`src/rtl/fc_inference_sequencer.sv`:
```
// Start/done sequencer for the FC1/FC2/FC3 + ReLU + argmax classifier datapath.
// Sweeps the shared weight address, drives the layer/ReLU strobes and latches the argmax result.
//
//   state    | meaning
//   ---------+-----------------------------------------------------------
//   S_IDLE   | address all-ones, layer and ReLU held in reset, ready=1
//   S_STREAM | address 0..INPUT_NODES-1, accumulators running
//   S_DRAIN  | address keeps counting for DRAIN_CYCLES (read latency, last MAC)
//   S_RELU   | single en_relu cycle, address held
//   S_SETTLE | SETTLE_CYCLES wait for the argmax to settle
//   S_DONE   | done pulse; class_out and frame_count updated on entry
module fc_inference_sequencer #(
  parameter int INPUT_NODES   = 400,
  parameter int ADDR_WIDTH    = 9,
  parameter int DRAIN_CYCLES  = 2,
  parameter int SETTLE_CYCLES = 2
) (
  input  logic                  clk,
  input  logic                  reset,
  input  logic                  start,
  input  logic                  auto_run,
  input  logic [3:0]            class_in,
  output logic                  ready,
  output logic                  busy,
  output logic [ADDR_WIDTH-1:0] address,
  output logic                  rst_layer,
  output logic                  rst_relu,
  output logic                  en_relu,
  output logic                  done,
  output logic [3:0]            class_out,
  output logic [15:0]           frame_count
);

  localparam int TIMER_MAX = (DRAIN_CYCLES > SETTLE_CYCLES) ? DRAIN_CYCLES : SETTLE_CYCLES;
  localparam int TIMER_W   = (TIMER_MAX < 2) ? 1 : $clog2(TIMER_MAX);
  localparam logic [ADDR_WIDTH-1:0] LAST_ADDR = ADDR_WIDTH'(INPUT_NODES - 1);

  typedef enum logic [2:0] {
    S_IDLE,
    S_STREAM,
    S_DRAIN,
    S_RELU,
    S_SETTLE,
    S_DONE
  } state_t;

  state_t              state_q, state_d;
  logic [TIMER_W-1:0]  timer_q, timer_d;
  logic [ADDR_WIDTH-1:0] address_d;
  logic                rst_layer_d, rst_relu_d, en_relu_d, done_d;
  logic [3:0]          class_out_d;
  logic [15:0]         frame_count_d;

  // Every output is the registered image of the value computed for the next state.
  always_comb begin
    state_d       = state_q;
    timer_d       = timer_q;
    address_d     = address;
    rst_layer_d   = 1'b0;
    rst_relu_d    = 1'b0;
    en_relu_d     = 1'b0;
    done_d        = 1'b0;
    class_out_d   = class_out;
    frame_count_d = frame_count;

    case (state_q)
      S_IDLE: begin
        if (start || auto_run) begin
          state_d   = S_STREAM;
          address_d = '0;
        end else begin
          address_d   = '1;
          rst_layer_d = 1'b1;
          rst_relu_d  = 1'b1;
        end
      end

      S_STREAM: begin
        address_d = address + 1'b1;
        if (address == LAST_ADDR) begin
          state_d = S_DRAIN;
          timer_d = TIMER_W'(DRAIN_CYCLES - 1);
        end
      end

      S_DRAIN: begin
        if (timer_q == '0) begin
          state_d   = S_RELU;
          en_relu_d = 1'b1;
        end else begin
          timer_d   = timer_q - 1'b1;
          address_d = address + 1'b1;
        end
      end

      S_RELU: begin
        state_d = S_SETTLE;
        timer_d = TIMER_W'(SETTLE_CYCLES - 1);
      end

      S_SETTLE: begin
        if (timer_q == '0) begin
          state_d       = S_DONE;
          done_d        = 1'b1;
          class_out_d   = class_in;
          frame_count_d = frame_count + 16'd1;
        end else begin
          timer_d = timer_q - 1'b1;
        end
      end

      S_DONE: begin
        state_d     = S_IDLE;
        address_d   = '1;
        rst_layer_d = 1'b1;
        rst_relu_d  = 1'b1;
      end

      default: begin
        state_d     = S_IDLE;
        address_d   = '1;
        rst_layer_d = 1'b1;
        rst_relu_d  = 1'b1;
      end
    endcase
  end

  always_ff @(posedge clk) begin
    if (reset) begin
      state_q     <= S_IDLE;
      timer_q     <= '0;
      address     <= '1;
      rst_layer   <= 1'b1;
      rst_relu    <= 1'b1;
      en_relu     <= 1'b0;
      done        <= 1'b0;
      class_out   <= 4'd0;
      frame_count <= 16'd0;
      ready       <= 1'b1;
      busy        <= 1'b0;
    end else begin
      state_q     <= state_d;
      timer_q     <= timer_d;
      address     <= address_d;
      rst_layer   <= rst_layer_d;
      rst_relu    <= rst_relu_d;
      en_relu     <= en_relu_d;
      done        <= done_d;
      class_out   <= class_out_d;
      frame_count <= frame_count_d;
      ready       <= (state_d == S_IDLE);
      busy        <= (state_d != S_IDLE);
    end
  end

endmodule

```
`config.mk`:
```
export PLATFORM = sky130hd
export DESIGN_NAME = fc_inference_sequencer
export DESIGN_NICKNAME = d
export VERILOG_FILES = /design/src/rtl/fc_inference_sequencer.sv
export SDC_FILE = /design/constraint.sdc
export NUM_CORES = 1
export LEC_CHECK = 0
export BUFFER_PORTS_ARGS = -buffer_cell sky130_fd_sc_hd__buf_4
export CELL_PAD_IN_SITES_DETAIL_PLACEMENT = 1
export CELL_PAD_IN_SITES_GLOBAL_PLACEMENT = 2
export CORE_MARGIN = 2
export CORE_UTILIZATION = 31
export DETAILED_ROUTE_END_ITERATION = 7
export PLACE_DENSITY_LB_ADDON = 0.1
export SLEW_MARGIN = 10
export SYNTH_ARGS = -nofsm -noshare
export SYNTH_HDL_FRONTEND = slang
export SYNTH_SLANG_ARGS = --single-unit
```
`constraint.sdc`:
```
create_clock -name clk -period 2.61 [get_ports clk]
set_input_delay 0.261 -clock clk [delete_from_list [all_inputs] [get_ports clk]]
set_output_delay 0.261 -clock clk [all_outputs]
set_load 0.01 [all_outputs]
```
==> qor.csv <==
stage,metric,value,unit
outcome,status,"complete, no violations",
timing,worst_pin_slew,723,ps
route,wl_per_cell,14.4,µm
grt,antenna_found_initial,0,
synthesis,syn-num-nets,215,
worst_setup_path,end_kind,flop,
clock_network,ctsResizeCount,0,
placed_design,io_buffers,42,
worst_setup_path,rr_endpoint,frame_count[15],
final_layout,stdcell_count,314,
floorplanning,core_area,0.00561,mm²
clock_network,clockRootBuffer,clkbuf_8,
worst_setup_path,startpoint,state_q[1],
synthesis,syn_inst,205,
worst_setup_path,cp_max_fo,15,
route,drc,0,
hold_path,min_delay_path_depth,3,
floorplanning,die_w,80.8,µm
floorplanning,num_rows,27,
worst_setup_path,r2r_setup_slack,400,ps
power_and_ir_drop,power.density,518,mW/mm²
floorplanning,io_pins,43,
placed_design,dpl.hpwl,3270,µm
floorplanning,dieArea,0.00653,mm²
clock_network,cts_buffers,5,
synthesis,yosysMostFrequentCell,dfxtp_1,
route,drt_iter0_markers,42,
synthesis,ys_ff_latch,38,
synthesis,yosysSeqAreaShare,41.6,%
synthesis,yosysWarnings,0,
route,via_count,1624,
synthesis,synth_edf_count,0,
timing,relSlewSlack,51.7,%
power_and_ir_drop,worst_ir_drop_vdd,0.000171,V
worst_setup_path,r2r_start,state_q[1],
final_layout,synthToLayoutAreaGrowth,23.6,%
timing,fmax,0.453,GHz
timing,slew_violations,0,
timing,rsz0062_at_grt,no,
timing,finalSetupViolations,0,
clock_network,clock_latency,280,ps
worst_setup_path,worstRegToRegCells,4,
synthesis,synth_top_flop_cell,dfxtp_1,
clock_network,clock-sinks,38,
final_layout,drive_above_1_share,24.8,%
floorplanning,die_height,80.8,µm
timing,final.setup.tns,0,ps
grt,grt_use_total,14.7,%
timing,finalCriticalPeriod,2210,ps
grt,grt_pass1_vias,1629,
synthesis,synth_area_leaders,"dfxtp_1 (42%), nor2_1 (4.7%), a221o_1 (3.8%)",
worst_setup_path,slowest_delay,700,ps
clock_network,cts.clk_slew.worst_paths,70,ps
clock_network,ctsLongestPathBuffers,2,
synthesis,ys_types,45,
final_layout,postLayoutCellArea,0.00226,mm²
power_and_ir_drop,leakage,0.921,nW
grt,grt_pass1_wl,7600,µm
route,routed_wl,4520,µm
worst_setup_path,cp.required,2770,ps
grt,grt_max_degree,42,
route,drt.antenna.violating_nets,0,
synthesis,async_reset_ff_share,0,%
worst_setup_path,worstSetupStartpointType,flop,
placed_design,dp.cells,308,
synthesis,ys_top_cells_by_count,"dfxtp_1 (38), nor2_1 (23), nand2_1 (18), a21oi_1 (12)",
clock_network,cts_hold_buf,0,
worst_setup_path,path_cells,"or4b_4, nor4_4, and3_1, mux2_1",
placed_design,gp_congestion,0.748,
worst_setup_path,crit_type,flop to flop,
final_layout,nFillCells,686,
hold_path,min_path_type,input pin to flop,
timing,hold_viol_final,0,
placed_design,place_area,0.00218,mm²
job,cap_viol_max_count,0,
route,drt_first_pass_iters,4,
final_layout,nets,253,
synthesis,netlist_area,0.00183,mm²
timing,clock_skew,6.74,ps
timing,period_share,84.6,%
synthesis,avgSynthCellArea,8.92,µm²
floorplanning,initial_utilization,32.6,%
synthesis,synth_top_area_share,41.6,%
clock_network,cts_tree,yes,
final_layout,diodes,0,
clock_network,h-tree-depth,2,
synthesis,yosys.area.top_type,dfxtp_1,
final_layout,utilization,40.3,%
worst_setup_path,arrival,2370,ps
route,avgViaCountPerCell,5.17,
worst_setup_path,crit_slowest_cell,or4b_4,
clock_network,cts_setup_buffers,0,
hold_path,hold_path_end,class_out[3],
grt,grt.overflow.total,0,
hold_path,min_from,class_in[3],
[area by class of cell]
| cell class | instances | area, µm² | area share (%) |
|---|---|---|---|
| multi-input cells | 150 | 981 | 43.4 |
| flip-flops and latches | 38 | 761 | 33.7 |
| repair buffers | 44 | 330 | 14.6 |
| well taps | 72 | 90.1 | 3.99 |
| clock buffers | 6 | 82.6 | 3.65 |
| inverters | 4 | 15.0 | 0.664 |
[sequential cells by signal (all words and copies together), names as in the netlist]
name and cells:
class_out 4, frame_count 16, ready 1, busy 1
address 9, en_relu 1, timer_q 1, state_q 3
done 1, rst_relu 1
[metal layers]
layer | GRT usage (%) | up-vias | part of all wire [%]
met5 | 0 | - | 0
met4 | 4.07 | 0 | 0.95
met3 | 3.67 | 6 | 3.5
met2 | 25.1 | 24 | 49
met1 | 18.6 | 780 | 47
li1 | - | 814 | -
[worst max-delay path, delay by kind of cell (launching register included)]
family / cells / cell delay [ps]
AND/OR/NAND/NOR: 3 / 1300
flip-flops: 1 / 460
multiplexers: 1 / 320
[where the power goes]
group	internal, W	total (W)	switching [W]	leakage, nW
Combinational	0.0000715	0.000149	0.0000776	0.567
Clock	0.000204	0.000396	0.000192	0.0431
Sequential	0.000601	0.000625	0.0000246	0.311
Total	0.000876	0.00117	0.000294	0.921
[cells in the final DEF, fill, tap and decap left out, types with 2 or more instances in the layout]
cell / netlist / routed
a211o_1: 2 / 2
a21oi_1: 12 / 12
a221o_1: 7 / 7
a31o_1: 2 / 2
a31o_2: 3 / 3
buf_4: 2 / 44
clkbuf_8: 0 / 6
dfxtp_1: 38 / 38
ha_1: 2 / 2
inv_1: 4 / 4
mux2_1: 2 / 2
nand2_1: 18 / 18
nand2b_1: 5 / 5
nand3_1: 8 / 8
nand4_1: 3 / 3
nor2_1: 23 / 23
nor2b_1: 5 / 5
nor3_1: 5 / 5
nor4_1: 4 / 4
nor4_4: 2 / 2
o21ai_0: 8 / 8
o21bai_1: 3 / 3
o31a_1: 2 / 2
o31ai_1: 3 / 3
o41ai_1: 2 / 2
or3_1: 3 / 3
xnor2_1: 7 / 7
xor2_1: 4 / 4
[worst max path at each step]
stage / end / slack [ps] / cells past startpoint
floorplan: frame_count[15] / 720 / 5
global placement: frame_count[15] / 460 / 4
detailed placement: frame_count[15] / 400 / 4
CTS: frame_count[15] / 390 / 4
global route: frame_count[15] / 280 / 4
finish: frame_count[15] / 400 / 4
[metrics by stage]
step | total power [W] | worst slack (ps) | hold slack, ps
finish | 0.00117 | 402 | 226
global route | 0.00124 | 285 | 228
CTS | 0.00119 | 386 | 221
detailed placement | 0.000790 | 398 | 458
global placement | 0.000784 | 461 | 450
floorplan | 0.000729 | 722 | 397
[cell families after synthesis]
family	Yosys count	synth area share (%)
xor gates and xnor gates	11	5.27
buffers and inverters	17	4.72
and+or+nand+nor	86	26.0
adders and majority gates	2	1.37
DFF	38	41.6
AOI/OAI and AO/OA	48	19.0
muxes	3	2.05
No activity file was read; power rests on OpenSTA's default activity.
